`config.mk`:
```
export PLATFORM = sky130hd
export DESIGN_NAME = fruit_rom_rd_arbiter
export DESIGN_NICKNAME = d
export VERILOG_FILES = /design/src/rtl/fruit_rom_arb_pkg.sv /design/src/rtl/fruit_rom_rr_pick.sv /design/src/rtl/fruit_rom_rd_arbiter.sv
export SDC_FILE = /design/constraint.sdc
export NUM_CORES = 1
export LEC_CHECK = 0
export BUFFER_PORTS_ARGS = -buffer_cell sky130_fd_sc_hd__buf_2
export CORE_UTILIZATION = 45
export DETAILED_ROUTE_END_ITERATION = 7
export PLACE_DENSITY = 0.95
export SLEW_MARGIN = 10
export SYNTH_ARGS = -nofsm -noshare
export SYNTH_HDL_FRONTEND = slang
export SYNTH_HIERARCHICAL = 1
export SYNTH_SLANG_ARGS = --single-unit
export TNS_END_PERCENT = 10
```
`constraint.sdc`:
```
create_clock -name i_clk -period 5.97 [get_ports i_clk]
set_input_delay 0.8955 -clock i_clk [delete_from_list [all_inputs] [get_ports i_clk]]
set_output_delay 0.8955 -clock i_clk [all_outputs]
set_load 0.02 [all_outputs]
```
`src/rtl/fruit_rom_arb_pkg.sv`:
```
// Shared types and helpers for the fruit template-ROM read arbiter.
package fruit_rom_arb_pkg;

    // Widest requester vector the helpers handle (NUM_REQ is limited to 2..8).
    localparam int MAX_REQ   = 8;
    localparam int PTR_MAX_W = 3;

    typedef enum logic {
        ST_ARB  = 1'b0,
        ST_LOCK = 1'b1
    } arb_state_t;

    // Cyclic-priority pick: first set bit of valid, searching upward from ptr
    // and wrapping at num_req. Returns a one-hot (all zero when nothing valid).
    function automatic logic [MAX_REQ-1:0] rr_pick_onehot(
        input logic [MAX_REQ-1:0]   valid,
        input logic [PTR_MAX_W-1:0] ptr,
        input int                   num_req
    );
        logic [MAX_REQ-1:0]   grant;
        logic                 found;
        int                   idx;
        logic [PTR_MAX_W-1:0] idx_b;
        grant = '0;
        found = 1'b0;
        for (int k = 0; k < MAX_REQ; k++) begin
            idx   = (int'(ptr) + k) % num_req;
            idx_b = PTR_MAX_W'(idx);
            if ((k < num_req) && !found && valid[idx_b]) begin
                grant[idx_b] = 1'b1;
                found        = 1'b1;
            end
        end
        return grant;
    endfunction

    // Index of the set bit in a one-hot vector (0 when the vector is empty).
    function automatic logic [PTR_MAX_W-1:0] onehot_to_idx(input logic [MAX_REQ-1:0] oh);
        logic [PTR_MAX_W-1:0] idx;
        idx = '0;
        for (int k = 0; k < MAX_REQ; k++) begin
            if (oh[k]) begin
                idx = PTR_MAX_W'(k);
            end
        end
        return idx;
    endfunction

endpackage

```
`src/rtl/fruit_rom_rr_pick.sv`:
```
// Combinational round-robin picker: one-hot grant from a valid vector and a
// rotating priority pointer.
module fruit_rom_rr_pick
    import fruit_rom_arb_pkg::*;
#(
    parameter int NUM_REQ = 4,
    parameter int PTR_W   = (NUM_REQ > 1) ? $clog2(NUM_REQ) : 1
) (
    input  logic [NUM_REQ-1:0] i_valid,
    input  logic [PTR_W-1:0]   i_rr_ptr,
    output logic [NUM_REQ-1:0] o_grant
);

    logic [MAX_REQ-1:0]   w_valid_wide;
    logic [PTR_MAX_W-1:0] w_ptr_wide;

    assign w_valid_wide = MAX_REQ'(i_valid);
    assign w_ptr_wide   = PTR_MAX_W'(i_rr_ptr);
    assign o_grant      = NUM_REQ'(rr_pick_onehot(w_valid_wide, w_ptr_wide, NUM_REQ));

endmodule

```
`src/rtl/fruit_rom_rd_arbiter.sv`:
```
// Round-robin read arbiter sharing one template ROM between NUM_REQ
// feature-matching engines, with burst lock and a one-hot tag pipe that
// routes each returned word back to the engine that issued it.
module fruit_rom_rd_arbiter
    import fruit_rom_arb_pkg::*;
#(
    parameter int NUM_REQ    = 4,
    parameter int ADDR_WIDTH = 10,
    parameter int DATA_WIDTH = 32,
    parameter int RD_LATENCY = 1,
    parameter int MAX_LOCK   = 64
) (
    input  logic                          i_clk,
    input  logic                          i_rst,
    input  logic [NUM_REQ-1:0]            i_req_valid,
    input  logic [NUM_REQ*ADDR_WIDTH-1:0] i_req_addr,
    input  logic [NUM_REQ-1:0]            i_req_lock,
    output logic [NUM_REQ-1:0]            o_req_ready,
    output logic [NUM_REQ-1:0]            o_rsp_valid,
    output logic [DATA_WIDTH-1:0]         o_rsp_data,
    output logic                          o_lock_abort,
    output logic [ADDR_WIDTH-1:0]         o_rom_addr,
    output logic                          o_rom_clk_en,
    output logic                          o_rom_rd_oce,
    input  logic [DATA_WIDTH-1:0]         i_rom_rd_data
);

    localparam int PTR_W  = (NUM_REQ > 1) ? $clog2(NUM_REQ) : 1;
    localparam int LCNT_W = (MAX_LOCK > 1) ? $clog2(MAX_LOCK) : 1;

    arb_state_t          r_state;
    arb_state_t          w_next_state;
    logic [PTR_W-1:0]    r_rr_ptr;
    logic [PTR_W-1:0]    r_owner;
    logic [LCNT_W-1:0]   r_lock_cnt;
    logic [ADDR_WIDTH-1:0] r_addr;
    logic [NUM_REQ-1:0]  r_tag [RD_LATENCY];

    logic [NUM_REQ-1:0]  w_pick;
    logic [NUM_REQ-1:0]  w_ready;
    logic [NUM_REQ-1:0]  w_owner_oh;
    logic                w_accept;
    logic [PTR_W-1:0]    w_acc_idx;
    logic                w_acc_lock;
    logic                w_release;
    logic                w_cnt_last;
    logic                w_timeout;
    logic                w_tag_any;

    // Next round-robin position after a given requester, wrapping at NUM_REQ.
    function automatic logic [PTR_W-1:0] inc_ptr(input logic [PTR_W-1:0] p);
        return (p == PTR_W'(NUM_REQ - 1)) ? '0 : p + PTR_W'(1);
    endfunction

    fruit_rom_rr_pick #(
        .NUM_REQ (NUM_REQ),
        .PTR_W   (PTR_W)
    ) u_rr_pick (
        .i_valid  (i_req_valid),
        .i_rr_ptr (r_rr_ptr),
        .o_grant  (w_pick)
    );

    assign w_owner_oh = NUM_REQ'(1) << r_owner;
    assign w_accept   = |w_ready;
    assign w_acc_idx  = PTR_W'(onehot_to_idx(MAX_REQ'(w_ready)));
    assign w_acc_lock = i_req_lock[w_acc_idx];
    assign w_release  = (r_state == ST_LOCK) && w_accept && !w_acc_lock;
    assign w_cnt_last = (MAX_LOCK != 0) && (r_lock_cnt == LCNT_W'(MAX_LOCK - 1));
    assign w_timeout  = (r_state == ST_LOCK) && w_cnt_last && !w_release;

    assign o_req_ready  = w_ready;
    assign o_lock_abort = w_timeout;
    assign o_rom_addr   = w_accept ? i_req_addr[int'(w_acc_idx)*ADDR_WIDTH +: ADDR_WIDTH] : r_addr;
    assign o_rom_clk_en = w_accept | w_tag_any;
    assign o_rom_rd_oce = 1'b1;
    assign o_rsp_valid  = r_tag[RD_LATENCY-1];
    assign o_rsp_data   = i_rom_rd_data;

    // State register for the arbitrate/lock FSM.
    always_ff @(posedge i_clk or posedge i_rst) begin
        if (i_rst) begin
            r_state <= ST_ARB;
        end else begin
            r_state <= w_next_state;
        end
    end

    // Enter LOCK on a locked grant; leave on a release beat or timeout.
    always_comb begin
        w_next_state = r_state;
        case (r_state)
            ST_ARB: begin
                if (w_accept && w_acc_lock) begin
                    w_next_state = ST_LOCK;
                end
            end
            ST_LOCK: begin
                if (w_release || w_timeout) begin
                    w_next_state = ST_ARB;
                end
            end
            default: w_next_state = ST_ARB;
        endcase
    end

    // Ready strobe: round-robin pick in ARB, owner only in LOCK, silent in reset.
    always_comb begin
        w_ready = '0;
        if (!i_rst) begin
            case (r_state)
                ST_ARB:  w_ready = w_pick;
                ST_LOCK: w_ready = i_req_valid & w_owner_oh;
                default: w_ready = '0;
            endcase
        end
    end

    // Round-robin pointer, lock owner, lock timer and held ROM address.
    always_ff @(posedge i_clk or posedge i_rst) begin
        if (i_rst) begin
            r_rr_ptr   <= '0;
            r_owner    <= '0;
            r_lock_cnt <= '0;
            r_addr     <= '0;
        end else begin
            r_addr <= o_rom_addr;
            case (r_state)
                ST_ARB: begin
                    r_lock_cnt <= '0;
                    if (w_accept) begin
                        r_rr_ptr <= inc_ptr(w_acc_idx);
                        if (w_acc_lock) begin
                            r_owner <= w_acc_idx;
                        end
                    end
                end
                ST_LOCK: begin
                    r_lock_cnt <= r_lock_cnt + LCNT_W'(1);
                    if (w_release || w_timeout) begin
                        r_rr_ptr <= inc_ptr(r_owner);
                    end
                end
                default: r_lock_cnt <= '0;
            endcase
        end
    end

    // One-hot tag pipe matching the ROM read latency; reset drops in-flight reads.
    always_ff @(posedge i_clk or posedge i_rst) begin
        if (i_rst) begin
            for (int k = 0; k < RD_LATENCY; k++) begin
                r_tag[k] <= '0;
            end
        end else begin
            r_tag[0] <= w_ready;
            for (int k = 1; k < RD_LATENCY; k++) begin
                r_tag[k] <= r_tag[k-1];
            end
        end
    end

    // Any read still in flight keeps the ROM clock enabled.
    always_comb begin
        w_tag_any = 1'b0;
        for (int k = 0; k < RD_LATENCY; k++) begin
            w_tag_any = w_tag_any | (|r_tag[k]);
        end
    end

endmodule

```
=== Word-level counts from Yosys, hierarchy flattened ===
Cells that the tools add are included.

* Flip-flop bits (word level): 25
* Input port bits: 82
* Output and inout port bits: 53
* Logic and storage cells: 103

* Add/subtract/negate cells: 6
* Multiply operators: 1
* Magnitude comparators: 9
* Equality and inequality tests: 5
* Shift operators: 2
* Muxes and demuxes: 40
* Bitwise logic cells: 9
* Reductions and logical operators: 25

{| class="wikitable"
|+ Operators by type and width
! cell !! number
|-
| indexed part select 40 x 7 -> 10 bit || 1
|-
| two-way mux 4 bit || 5
|-
| two-way mux 1 bit || 15
|-
| logical AND 1 bit || 12
|-
| < comparator 3 x 4 -> 1 bit, second input constant || 3
|-
| two-way mux 2 bit || 6
|-
| bitwise OR 4 bit || 3
|-
| case mux 6 bit (2 select lines) || 1
|-
| two-way mux 10 bit || 1
|-
| binary-select mux 1 bit (select 3 bit) || 3
|-
| demux 1 bit (select 3 bit) || 3
|-
| greater-or-equal comparator 3 x 1 -> 1 bit, second input constant || 3
|-
| case mux 4 bit (2 select lines) || 1
|-
| OR reduction 4 bit || 2
|-
| adder 2 x 1 -> 2 bit, second input constant || 3
|-
| adder 6 x 1 -> 6 bit, second input constant || 1
|-
| == test 6 bit, second input constant || 1
|-
| OR reduction 2 bit || 3
|-
| zero test 1 bit || 5
|-
| multiplier 2 x 3 -> 5 bit, second input constant || 1
|-
| adder 2 bit, second input constant || 2
|-
| bitwise AND 4 bit || 1
|-
| binary-select mux 1 bit (select 2 bit) || 2
|-
| == test 2 bit, second input constant || 2
|-
| other kinds (15) || 17
|}

=== Longest topological paths before layout ===
Gate-level depths: netlist of run 1.

* Depth in word-level cells: 27
* Gate-level depth with buffers: 13
* Gate-level depth less buffers: 13

=== Modules after synthesis ===
The synthesis of run 1 kept the hierarchy.

{| class="wikitable"
|+ By module, submodules not included
! module !! times used !! cells an instance !! area each (um2) !! seq. area each (um2)
|-
| fruit_rom_rd_arbiter || 1 || 168 || 1651.6 || 625.6
|-
| fruit_rom_rr_pick || 1 || 36 || 337.8 || 0.0
|}

=== Worst setup path after synthesis of run 1 ===
OpenSTA, ideal clock, no wires.

* Path type: input port to output port
* Start point: input i_req_valid[3]
* End point: output o_rom_addr[4]
* Arrival time: 3504 ps
* Required time: 5075 ps
* Path slack: 1571 ps
* Cell stages on the path: 11
* Path buffers: 2
* Cells stage by stage: mux4_2 -> buf_6 -> nor4b_4 -> nand2_1 -> o211ai_1 -> nand2b_1 -> a21o_1 -> inv_1 -> buf_1 -> a22oi_1 -> o21ai_0

* Longest elaborated chain between the ends: 20
* Elaborated cells between the ends (all ways): 34
* Those cells by class: mul: 1; shift: 1; mux: 21; bitwise: 4; reduce/logical: 7

{| class="wikitable"
|+ RTL lines
! what !! RTL line !! text
|-
| start: declaration || fruit_rom_rd_arbiter.sv:15 || <nowiki>input logic [NUM_REQ-1:0] i_req_valid,</nowiki>
|-
| binary-select mux 1 bit (select 2 bit) || fruit_rom_arb_pkg.sv:29 || <nowiki>if ((k < num_req) && !found && valid[idx_b]) begin</nowiki>
|-
| two-way mux 1 bit (implied by the code) || fruit_rom_arb_pkg.sv:29 ||
|-
| two-way mux 1 bit || fruit_rom_arb_pkg.sv:29 ||
|-
| zero test 1 bit || fruit_rom_arb_pkg.sv:29 ||
|-
| logical AND 1 bit || fruit_rom_arb_pkg.sv:29 ||
|-
| two-way mux 1 bit || fruit_rom_arb_pkg.sv:29 ||
|-
| zero test 1 bit || fruit_rom_arb_pkg.sv:29 ||
|-
| logical AND 1 bit || fruit_rom_arb_pkg.sv:29 ||
|-
| [4 not listed] || - ||
|-
| named net w_pick[1] || fruit_rom_rd_arbiter.sv:39 || <nowiki>logic [NUM_REQ-1:0] w_pick;</nowiki>
|-
| case mux 4 bit (2 select lines) * || fruit_rom_rd_arbiter.sv:111 || <nowiki>case (r_state)</nowiki>
|-
| two-way mux 4 bit * || fruit_rom_rd_arbiter.sv:110 || <nowiki>if (!i_rst) begin</nowiki>
|-
| named net o_req_ready[1] || fruit_rom_rd_arbiter.sv:18 || <nowiki>output logic [NUM_REQ-1:0] o_req_ready,</nowiki>
|-
| two-way mux 1 bit || fruit_rom_arb_pkg.sv:42 || <nowiki>if (oh[k]) begin</nowiki>
|-
| two-way mux 2 bit (2 in series) || fruit_rom_arb_pkg.sv:42 ||
|-
| multiplier 2 x 3 -> 5 bit || fruit_rom_rd_arbiter.sv:74 || <nowiki>assign o_rom_addr = w_accept ? i_req_addr[int'(w_acc_idx)*ADDR_WIDTH +: ADDR_WIDTH] : r_addr;</nowiki>
|-
| indexed part select 40 x 7 -> 10 bit || fruit_rom_rd_arbiter.sv:74 ||
|-
| two-way mux 10 bit * || fruit_rom_rd_arbiter.sv:74 ||
|-
| end: declaration || fruit_rom_rd_arbiter.sv:22 || <nowiki>output logic [ADDR_WIDTH-1:0] o_rom_addr,</nowiki>
|}

The timed path passes the listed nets; every way through them passes the cells marked *. The select of a mux whose other input is x is not followed.

=== Final worst setup path of run 1 ===
* Start point: register r_rr_ptr[0]
* End point: output o_lock_abort

* Elaborated cells between the ends (all ways): 66
* Those cells by class: add/sub: 3; order compare: 8; mux: 30; bitwise: 6; reduce/logical: 19

{| class="wikitable"
|+ RTL lines
! what !! RTL line !! text
|-
| start: declaration || fruit_rom_rd_arbiter.sv:33 || <nowiki>logic [PTR_W-1:0] r_rr_ptr;</nowiki>
|-
| start signal: assignment || fruit_rom_rd_arbiter.sv:132 || <nowiki>r_rr_ptr <= inc_ptr(w_acc_idx);</nowiki>
|-
| start signal: assignment || fruit_rom_rd_arbiter.sv:141 || <nowiki>r_rr_ptr <= inc_ptr(r_owner);</nowiki>
|-
| adder 2 x 1 -> 2 bit || fruit_rom_arb_pkg.sv:27 || <nowiki>idx = (int'(ptr) + k) % num_req;</nowiki>
|-
| OR reduction 2 bit (no source line) || - ||
|-
| bitwise AND 1 bit (no source line) || - ||
|-
| < comparator 3 x 4 -> 1 bit (implied by the code) (tied with other cells) || fruit_rom_arb_pkg.sv:30 || <nowiki>grant[idx_b] = 1'b1;</nowiki>
|-
| logical AND 1 bit (implied by the code) or two-way mux 1 bit (tied branches) || fruit_rom_arb_pkg.sv:30, fruit_rom_arb_pkg.sv:29 ||
|-
| two-way mux 1 bit (implied by the code) or logical AND 1 bit (tied branches) || fruit_rom_arb_pkg.sv:30, fruit_rom_arb_pkg.sv:29 ||
|-
| demux 1 bit (select 3 bit) or two-way mux 1 bit (tied branches) || - ||
|-
| bitwise OR 4 bit (no source line) or zero test 1 bit (tied branches) || - ||
|-
| [5 not listed] || - ||
|-
| named net w_pick[2] || fruit_rom_rd_arbiter.sv:39 ||
|-
| [1 not listed] || - ||
|-
| two-way mux 4 bit * || fruit_rom_rd_arbiter.sv:110 ||
|-
| two-way mux 2 bit (2 in series) || fruit_rom_arb_pkg.sv:42 ||
|-
| binary-select mux 1 bit (select 2 bit) || fruit_rom_rd_arbiter.sv:67 || <nowiki>assign w_acc_lock = i_req_lock[w_acc_idx];</nowiki>
|-
| two-way mux 1 bit (implied by the code) || fruit_rom_rd_arbiter.sv:67 ||
|-
| zero test 1 bit || fruit_rom_rd_arbiter.sv:68 || <nowiki>assign w_release = (r_state == ST_LOCK) && w_accept && !w_acc_lock;</nowiki>
|-
| logical AND 1 bit * || fruit_rom_rd_arbiter.sv:68 ||
|-
| zero test 1 bit * || fruit_rom_rd_arbiter.sv:70 || <nowiki>assign w_timeout = (r_state == ST_LOCK) && w_cnt_last && !w_release;</nowiki>
|-
| logical AND 1 bit * || fruit_rom_rd_arbiter.sv:70 ||
|-
| end: declaration || fruit_rom_rd_arbiter.sv:21 || <nowiki>output logic o_lock_abort,</nowiki>
|}

Marks and branches as above.

==> results by group, run 1 <==
Clock network
  – Clk buf depth: 2
  – Clock sink total: 25
  – Clock transition at path regs: 0.08 ns
  – H-tree Lvls: 1
  – CTS buffer count: 3
  – Post-CTS Resized: 0
  – Hold buffers post-CTS: 0
  – Clock Tree Root: clkbuf_8
  – TritonCTS clock tree: built
  – Worst skew pair latency: 0.27 ns
  – Setup Fix Bufs, Post-CTS: 0

Setup path
  – Crit end category: output pin
  – R2r setup slk: 2.03 ns
  – RR Startpoint: r_rr_ptr[0]$_DFFE_PP0P_
  – Critical Path Source: r_rr_ptr[0]$_DFFE_PP0P_
  – Worst reg2reg path depth: 12
  – Startpoint types: register
  – Worst setup path class: reg -> out
  – Arr. time, crit path: 3.88 ns
  – CP endpoint: o_lock_abort
  – Worst reg2reg path endpoint: r_rr_ptr[1]$_DFFE_PP0P_
  – CP required: 5.07 ns
  – Critical path peak fanout: 12

GRT
  – Remaining global-route overflow: 0
  – Largest net degree at the start of global routing: 27
  – GRT Util Overall: 0.200
  – First-pass GRT wire length: 6.99 mm
  – Initial antenna violation count: 0
  – Vias in the first global route: 1593

Yosys
  – Yosys top cell area share: 0.314
  – Net Count, Synth: 297
  – Most used DFF post-synth: dfrtp_1
  – FF+latch count, synth: 25
  – Syn Inst Count: 204
  – Synth area leaders: dfrtp_1 31%, buf_4 13%, ha_1 6.9%
  – Asr flop ratio synth: 1.00
  – Synthesized area: 0.00199 mm^2
  – Post-synth EDFFs: 0
  – Syn. warnings: 6
  – Register area share after synthesis: 0.314
  – Area leader, netlist: dfrtp_1
  – Avg Synthesized Cell Area: 9.75 um^2
  – Cell variety after synth: 48

Timing
  – Setup ws final: 1.19 ns
  – Slew HR: 0.350
  – Fin Setup TNS: 0 ns
  – Final Hold Slack: 0.469 ns
  – Tcrit/Tclk final: 0.800
  – Tmin final: 4.78 ns
  – Clk_skew: 0.0105 ns
  – Final Max Tran Viols: 0
  – Pin slew with the least headroom to its limit: 0.974 ns
  – Setup violators final: 0
  – Final hold viol count: 0
  – RSZ-0062 raised after global routing: no
  – Peak Freq: 209 MHz

Place
  – Pre-CTS setup slack: 1.28 ns
  – Placed Cells incl. Taps: 283
  – Detailed placement HPWL: 3.60 mm
  – Buffers added on ports: 69
  – Placed Area: 0.00211 mm^2
  – Placer Congestion: 0.913

Finish
  – Final Core Density: 0.525
  – Synth-to-Final Area Change: 8.55%
  – Post-route non-filler standard cell count: 287
  – Diode count: 0
  – Fill count: 369
  – Fraction of layout cells with a size suffix above 1: 0.392
  – Finished layout cell area: 0.00216 mm^2
  – Final net count: 331

Floorplan
  – Initial Util: 0.483
  – # IOs: 135
  – Die width: 68.5 um
  – Core ar.: 0.00412 mm^2
  – Site row count: 23
  – Die ar.: 0.00469 mm^2
  – Die H: 68.5 um

Detailed routing
  – Final WL: 4.61 mm
  – Via count: 1674
  – Vias per inst: 5.83
  – DRC: 0
  – DR pass1 iterations: 4
  – Post-route ant nets: 0
  – DRT iter0 DRCs: 135
  – WL per Instance: 16.1 um

Run
  – Max cap viols: 0

Power and ir drop
  – PD cells: 561 mW/mm^2
  – Tot Pwr: 1.21 mW
  – Peak supply drop: 0.364 mV
  – Pleak: 1.07 nW

Run status
  – Status: finished, final reports clean

Worst hold path
  – Min-Delay Path Class: reg -> reg
  – Min-delay src: r_lock_cnt[0]$_DFF_PP0_
  – Cells on Worst Hold Path: 1
-- per-layer routing --
metal | GRT usage | part of all wire | vias to the layer above
li1 | - | - | 774
met1 | 0.240 | 0.42 | 822
met2 | 0.341 | 0.51 | 64
met3 | 0.0329 | 0.055 | 14
met4 | 0.104 | 0.019 | 0
met5 | 0 | 0 | -
-- report_power, final --
part           internal [mW]  switching (mW)
combinational          0.342           0.468
sequential             0.240          0.0594
clock                 0.0473          0.0554
-- area by class of cell --
class	count	area [um^2]	area share
Multi-Input combinational cell	127	1030	0.478
Sequential cell	25	626	0.290
Timing Repair Buffer	69	345	0.160
Tap cell	50	62.6	0.0290
Inverter	12	45.0	0.0209
Clock buffer	3	41.3	0.0191
Clock inverter	1	7.51	0.00348
-- placed cells by master, fill, tap and decap left out, types with 3 or more instances in the layout --
master     n
dfrtp_1   25
a22oi_1    5
and2_1     5
nand3_1    7
a21oi_1    4
buf_2     69
a221oi_1   3
o211ai_1   4
a222oi_1   5
a21o_2     5
nand2_1   15
clkbuf_8   3
nor3_1     4
inv_1     10
o21ai_0   11
nor2_1    10
ha_1      11
a221o_1    3
-- worst min-delay path by stage --
stage	endpoint	slack, ns
after CTS	r_lock_cnt[0]$_DFF_PP0_	0.47
after floorplan	r_lock_cnt[0]$_DFF_PP0_	0.43
after detailed placement	r_lock_cnt[0]$_DFF_PP0_	0.46
after global placement	r_lock_cnt[0]$_DFF_PP0_	0.45
final	r_lock_cnt[0]$_DFF_PP0_	0.47
after global routing	r_lock_cnt[0]$_DFF_PP0_	0.50
-- cell usage after synthesis (2+ instances only) --
cell	instances
a21boi_0	2
mux2_4	2
mux2_2	2
and2_1	5
a21oi_1	4
nor2b_1	2
ha_1	11
a221o_1	3
clkbuf_1	3
o21ai_0	11
buf_4	34
a221oi_1	3
xnor2_1	2
a21o_2	5
nor2_1	10
nor3_1	4
dfrtp_1	25
mux4_1	2
o221a_2	2
mux4_2	2
nand3_1	7
inv_1	10
a222oi_1	5
inv_2	2
a22oi_1	5
o211ai_1	4
o221ai_1	2
nand2_1	15
-- registers in the layout, summed over array words and instances, names as in the netlist --
register	count
r_addr	10
o_rsp_valid	4
r_rr_ptr	2
r_lock_cnt	6
r_state	1
r_owner	2
-- cell families (layout without fill, tap and decap cells) --
family | Yosys count | after routing | synth area share
simple gates | 52 | 52 | 0.147
xor+xnor | 3 | 3 | 0.0132
buf+inv | 52 | 85 | 0.167
mux | 9 | 9 | 0.0805
compound gates | 51 | 51 | 0.207
flops | 25 | 25 | 0.314
fa+ha+maj | 11 | 11 | 0.0692
other cells | 1 | 1 | 0.00188
-- critical path: stages, from the launching register on --
cell	delay [ns]
dfrtp_1	0.56
inv_1	0.14
ha_1	0.35
mux4_2	0.39
a21oi_1	0.18
a21o_2	0.10
o211ai_1	0.11
a32oi_4	0.36
inv_2	0.19
or4_4	0.57
o211a_1	0.17
a21boi_0	0.27
buf_2	0.22
(Power assumes the default switching activity.)
==> run 2, diff against run 1 <==
CORE_UTILIZATION = 38   (was 45)
PLACE_DENSITY = 0.87   (was 0.95)
clock period = 4.33 ns   (was 5.97 ns; I/O delays follow)
==> run 2 against run 1 <==
  * Power increased by 46%
  * Clock skew fell by 0.0021 ns
  * Final area grew 6.9%
  * Clock power up 36%
  * Via count down 0.18%
  * Register-to-register slack lost 1.3 ns
  * Non-clock buffer count is 12 higher
  * Final cell count up 10%
  * Sequential share of layout area is 1.8 points lower
  * Global-route usage down 2.1 points
  * Critical path depth is 1 higher
  * Flip-flop and latch count is the same
  * Critical path type unchanged
  * Largest cell class unchanged
==> results by group, run 2 (synthesis results as in run 1) <==
Power and ir drop
  – Power share of the combinational group: 0.693 (+0.025)
  – PD cells: 768 mW/mm^2 (+37%)
  – Psw: 0.829 mW (+42%)
  – Clock power frac: 0.079 (-0.006)
  – Pleak: 1.13 nW (+5.9%)
  – Tot Pwr: 1.77 mW (+46%)
  – Peak supply drop: 0.345 mV (-5.2%)
  – Cell internal pwr: 0.944 mW (+50%)
  – Seq pwr share: 0.228 (-0.019)
  – Sw Share: 0.468 (-0.0133)

Timing
  – Clk_skew: 0.00839 ns (-0.00215 ns)
  – Final hold viol count: 0 (unchanged)
  – Final Hold Slack: 0.476 ns (+0.00704 ns)
  – Slew HR: 0.611 (+0.261)
  – Setup violators final: 0 (unchanged)
  – Tmin final: 4.12 ns
  – Tcrit/Tclk final: 0.950
  – Peak Freq: 243 MHz
  – Pin slew with the least headroom to its limit: 0.580 ns (-0.395 ns)
  – Final Max Tran Viols: 0 (unchanged)

Detailed routing
  – Via count: 1671 (-0.18%)
  – DRT iter0 DRCs: 123 (-8.9%)
  – DR pass1 iterations: 5 (+1)
  – Post-route ant nets: 0 (unchanged)
  – Vias per inst: 5.29 (-9.3%)
  – Final WL: 4.74 mm (+2.9%)
  – DRC: 0 (unchanged)
  – WL per Instance: 15.0 um (-6.6%)

Floorplan
  – Core ar.: 0.00488 mm^2 (+19%)
  – Die width: 74.4 um (+8.6%)
  – Initial Util: 0.408 (-0.0757)
  – Site row count: 25 (+8.7%)
  – # IOs: 135 (unchanged)
  – Die H: 74.4 um (+8.6%)
  – Die ar.: 0.00553 mm^2 (+18%)

Setup path
  – Worst reg2reg path depth: 13 (+1)
  – CP required: 3.68 ns (-1.39 ns)
  – Worst setup path class: reg -> out
  – Arr. time, crit path: 3.47 ns (-0.41 ns)
  – Crit end category: output pin
  – Startpoint types: register
  – Critical path peak fanout: 9 (-3)

Finish
  – Most flop-heavy register: r_addr
  – Final net count: 343 (+3.6%)
  – Diode count: 0 (unchanged)
  – Synth-to-Final Area Change: 16.0%
  – Commonest non-fill, non-tap cell in the layout: buf_2
  – Most frequent cells in the layout: 68 x buf_2, 23 x dfrtp_1, 15 x nand2_1
  – Number of flip-flops in the largest register: 10 (unchanged)
  – Fraction of layout cells with a size suffix above 1: 0.446 (+0.0534)

Clock network
  – Clock Tree Root: clkbuf_8
  – Clock transition at path regs: 0.09 ns (about the same)
  – TritonCTS clock tree: built
  – Hold buffers post-CTS: 0 (unchanged)
  – CTS buffer count: 3 (unchanged)
  – H-tree Lvls: 1 (unchanged)
  – Clock sink total: 25 (unchanged)
  – Clk buf depth: 2 (unchanged)
  – Worst skew pair latency: 0.27 ns (about the same)

GRT
  – First-pass GRT wire length: 7.41 mm (+6.0%)
  – Initial antenna violation count: 0 (unchanged)
  – Vias in the first global route: 1688 (+6.0%)
  – Remaining global-route overflow: 0 (unchanged)
  – GRT Util Overall: 0.179 (-0.0212)
  – Largest net degree at the start of global routing: 27 (unchanged)

Place
  – Buffers added on ports: 69 (unchanged)
  – Placer Congestion: 0.918 (+0.58%)
  – Detailed placement HPWL: 3.66 mm (+1.6%)

Run
  – Max cap viols: 0 (unchanged)

Worst hold path
  – Min-Delay Path Class: in -> async

Run status
  – Status: finished, final reports clean
-- run 2: metrics by stage --
step / instances / setup TNS (ns) / utilization / instance area [um^2] / worst slack (ns)
floorplan: 204 / 0 / - / 1990 / 0.374
global placement: 307 / 0 / 0.448 / 2180 / 0.269
detailed placement: 307 / 0 / 0.448 / 2180 / 0.141
CTS: 311 / 0 / 0.458 / 2230 / 0.0125
global route: 316 / -0.0229 / 0.473 / 2310 / -0.0201
finish: 316 / 0 / 0.473 / 2310 / 0.215
-- run 2: worst max-delay path, stage by stage (launching register included) --
cell	delay (ns)
dfrtp_2	0.43
buf_6	0.13
mux4_2	0.57
buf_4	0.18
a21oi_1	0.12
a21o_2	0.10
o211ai_1	0.08
or2b_1	0.20
a21o_4	0.18
inv_6	0.06
or4_4	0.56
o211a_1	0.17
a21boi_0	0.20
buf_2	0.21
-- run 2: layer usage --
| layer | vias up | global-route usage | wire (um) |
|---|---|---|---|
| met1 | 768 | 0.214 | 1990 |
| met4 | 0 | 0.113 | 154 |
| met2 | 81 | 0.295 | 2310 |
| met5 | - | 0 | 0 |
| met3 | 18 | 0.0352 | 285 |
| li1 | 804 | - | - |
-- run 2: path summary, 6_finish.rpt --
kind | from | slack [ns] | end
setup / recovery | r_rr_ptr[0]$_DFFE_PP0P_ | 0.21 | o_lock_abort
min in group i_clk | r_lock_cnt[0]$_DFF_PP0_ | 0.48 | r_lock_cnt[0]$_DFF_PP0_
setup reg to reg | r_rr_ptr[0]$_DFFE_PP0P_ | 0.72 | r_rr_ptr[0]$_DFFE_PP0P_
hold reg to reg | r_lock_cnt[0]$_DFF_PP0_ | 0.48 | r_lock_cnt[0]$_DFF_PP0_
hold / removal | i_rst | 0.48 | r_addr[4]$_DFF_PP0_
max in group asynchronous | i_rst | 3.59 | r_rr_ptr[0]$_DFFE_PP0P_
-- run 2: final cells by class --
class	instances	area, um^2
flip-flops and latches	25	628
repair buffers	81	442
inverters	12	50.0
well taps	67	83.8
clock inverters	1	5.00
clock buffers	3	41.3
fillers	495	2570
multi-input cells	127	1060
-- run 2: timing repair --
| action | 4_1_cts | 5_1_grt |
|---|---|---|
| buffers inserted | 0 | 6 |
| gates resized for setup | 2 | 11 |
| setup endpoints to repair | 2 | 9 |
| pin swaps | 0 | 5 |
-- run 2: power groups by stage --
stage / logic [mW] / clock network [mW] / registers (mW)
floorplan: 0.897 / 0 / 0.397
global placement: 1.14 / 0 / 0.405
detailed placement: 1.17 / 0 / 0.410
CTS: 1.17 / 0.144 / 0.407
global route: 1.35 / 0.155 / 0.417
finish: 1.23 / 0.140 / 0.404
==> run 3, diff against run 2 <==
BUFFER_PORTS_ARGS = -buffer_cell sky130_fd_sc_hd__buf_4   (was -buffer_cell sky130_fd_sc_hd__buf_2)
==> run 3 against run 2 <==
  * Final cell count unchanged
  * Critical endpoint is now o_rom_addr[0]
  * Sequential share of layout area down 1.9 points
  * Final area up 7.2%
  * Highest routed layer unchanged
  * Largest power group unchanged
  * Core utilization up 3.4 points
  * Register-to-register slack worse by 0.07 ns
  * Count of clock-buffer cells in the layout unchanged
  * Routed wire length up 2.7%
==> results by group, run 3 (synthesis results as in run 1) <==
Clock network
  – Clk buf depth: 2 (unchanged)
  – Hold buffers post-CTS: 0 (unchanged)
  – H-tree Lvls: 1 (unchanged)
  – Clock sink total: 25 (unchanged)
  – CTS buffer count: 3 (unchanged)
  – Clock transition at path regs: 0.09 ns (about the same)
  – Worst skew pair latency: 0.27 ns (about the same)
  – TritonCTS clock tree: built
  – Clock Tree Root: clkbuf_8

Power and ir drop
  – Power share of the combinational group: 0.707 (+0.014)
  – Psw: 0.842 mW (+1.6%)
  – Peak supply drop: 0.428 mV (+24%)
  – Clock power frac: 0.077 (-0.002)
  – Sw Share: 0.450 (-0.0177)
  – Tot Pwr: 1.87 mW (+5.6%)
  – Pleak: 1.19 nW (+5.2%)
  – Cell internal pwr: 1.03 mW (+9.1%)
  – PD cells: 757 mW/mm^2 (-1.4%)
  – Seq pwr share: 0.216 (-0.012)

Setup path
  – CP endpoint: o_rom_addr[0]
  – CP required: 3.68 ns (about the same)
  – Worst reg2reg path endpoint: r_rr_ptr[0]$_DFFE_PP0P_
  – Critical path peak fanout: 9 (unchanged)
  – Arr. time, crit path: 3.55 ns (+0.08 ns)
  – Worst setup path class: reg -> out
  – Worst reg2reg path depth: 12 (-1)
  – Critical Path Source: r_rr_ptr[0]$_DFFE_PP0P_
  – Crit end category: output pin
  – R2r setup slk: 0.65 ns (-0.07 ns)
  – RR Startpoint: r_rr_ptr[0]$_DFFE_PP0P_
  – Startpoint types: register

Floorplan
  – Core ar.: 0.00488 mm^2 (unchanged)
  – Die ar.: 0.00553 mm^2 (unchanged)
  – Site row count: 25 (unchanged)
  – Die width: 74.4 um (unchanged)
  – Initial Util: 0.408 (unchanged)
  – # IOs: 135 (unchanged)
  – Die H: 74.4 um (unchanged)

Detailed routing
  – Post-route ant nets: 0 (unchanged)
  – Via count: 1697 (+1.6%)
  – Vias per inst: 5.37 (+1.6%)
  – DR WL met2: 2.44 mm (+5.7%)
  – WL met3: 393 um (+38%)
  – DRC: 0 (unchanged)
  – Met1 wire length: 1.97 mm (-1.4%)
  – Final WL: 4.87 mm (+2.7%)
  – WL per Instance: 15.4 um (+2.7%)
  – DR pass1 iterations: 5 (unchanged)
  – Highest routed layer: met4
  – DRT iter0 DRCs: 85 (-31%)

GRT
  – First-pass GRT wire length: 7.47 mm (+0.74%)
  – Largest net degree at the start of global routing: 27 (unchanged)
  – GRT Util Overall: 0.178 (-0.00115)
  – Remaining global-route overflow: 0 (unchanged)
  – Initial antenna violation count: 0 (unchanged)
  – Vias in the first global route: 1659 (-1.7%)

Timing
  – Clk_skew: 0.00511 ns (-0.00329 ns)
  – Final Max Tran Viols: 0 (unchanged)
  – Tmin final: 4.20 ns (+0.0852 ns)
  – RSZ-0062 raised after global routing: yes
  – Tcrit/Tclk final: 0.970 (+0.0197)
  – Slew HR: 0.641 (+0.0299)
  – Fin Setup TNS: 0 ns (unchanged)
  – Final hold viol count: 0 (unchanged)
  – Setup ws final: 0.130 ns (-0.0852 ns)
  – Setup violators final: 0 (unchanged)
  – Peak Freq: 238 MHz (-2.0%)
  – Pin slew with the least headroom to its limit: 0.539 ns (-0.0404 ns)

Run status
  – Status: finished, final reports clean

Place
  – Detailed placement HPWL: 3.72 mm (+1.7%)
  – Placer Congestion: 0.853 (-7.1%)
  – Pre-CTS setup slack: 0.303 ns (+0.162 ns)
  – Buffers added on ports: 69 (unchanged)

Finish
  – Fraction of layout cells with a size suffix above 1: 0.426 (-0.0201)
  – Number of flip-flops in the largest register: 10 (unchanged)
  – Commonest non-fill, non-tap cell in the layout: buf_4
  – Diode count: 0 (unchanged)
  – Final Core Density: 0.507 (+0.0338)
  – Most flop-heavy register: r_addr
  – Synth-to-Final Area Change: 24.3%
  – Final net count: 343 (unchanged)
  – Most frequent cells in the layout: 80 x buf_4, 24 x dfrtp_1, 15 x nand2_1

Worst hold path
  – Min-Delay Path Class: in -> async

Run
  – Max cap viols: 0 (unchanged)
==> run 3: cell count changes in the layout (fill, tap and decap cells not counted), sizes merged <==
cell / before / now
clkinvlp: 0 / 1
mux4: 4 / 5
clkinv: 1 / 0
buf: 81 / 80
==> run 3: worst min path at each step <==
stage | cells after the start | slack, ns | end
finish | 3 | 0.46 | r_state$_DFF_PP0_
global route | 3 | 0.47 | r_state$_DFF_PP0_
CTS | 3 | 0.47 | r_state$_DFF_PP0_
detailed placement | 1 | 0.45 | r_lock_cnt[0]$_DFF_PP0_
global placement | 1 | 0.45 | r_lock_cnt[0]$_DFF_PP0_
floorplan | 1 | 0.43 | r_lock_cnt[0]$_DFF_PP0_
==> run 3: layout make-up <==
class / instances / area (um^2)
Fill cell: 465 / 2410
Multi-Input combinational cell: 128 / 1070
Timing Repair Buffer: 80 / 601
Clock inverter: 1 / 7.51
Sequential cell: 25 / 627
Clock buffer: 3 / 41.3
Tap cell: 67 / 83.8
Inverter: 12 / 47.5
==> run 3: stage by stage <==
step | hold WS (ns) | std cells | instance area [um^2]
finish | 0.461 | 316 | 2470
global route | 0.473 | 316 | 2470
CTS | 0.467 | 309 | 2390
detailed placement | 0.453 | 305 | 2340
global placement | 0.447 | 305 | 2340
floorplan | 0.431 | 204 | 1990
==> run 3: critical path, stage by stage (launching register included) <==
cell	delay [ns]
dfrtp_1	0.42
inv_1	0.10
ha_1	0.34
mux4_2	0.41
nor4b_4	0.32
nand2_1	0.09
o211ai_1	0.09
or2b_1	0.28
a21o_4	0.25
inv_4	0.12
nor4_4	0.05
buf_4	0.17
buf_4	0.15
a221o_1	0.32
buf_4	0.17
==> run 3: what timing repair did <==
action / CTS / global route
resized for setup: 1 / 9
cloned: 0 / 1
pin swaps: 0 / 2
setup endpoints to repair: 2 / 9
buffers inserted: 0 / 6
==> run 3: power groups by stage <==
stage	Sequential (mW)	Clock (mW)	Combinational (mW)
floorplan	0.397	0	0.897
finish	0.404	0.144	1.32
detailed placement	0.407	0	1.24
global placement	0.406	0	1.22
global route	0.417	0.159	1.42
CTS	0.406	0.147	1.24
==> run 3: layer usage <==
layer,vias up,global-route usage
met5,-,0
met4,0,0.0608
met3,10,0.0434
met2,84,0.317
met1,800,0.208
li1,803,-
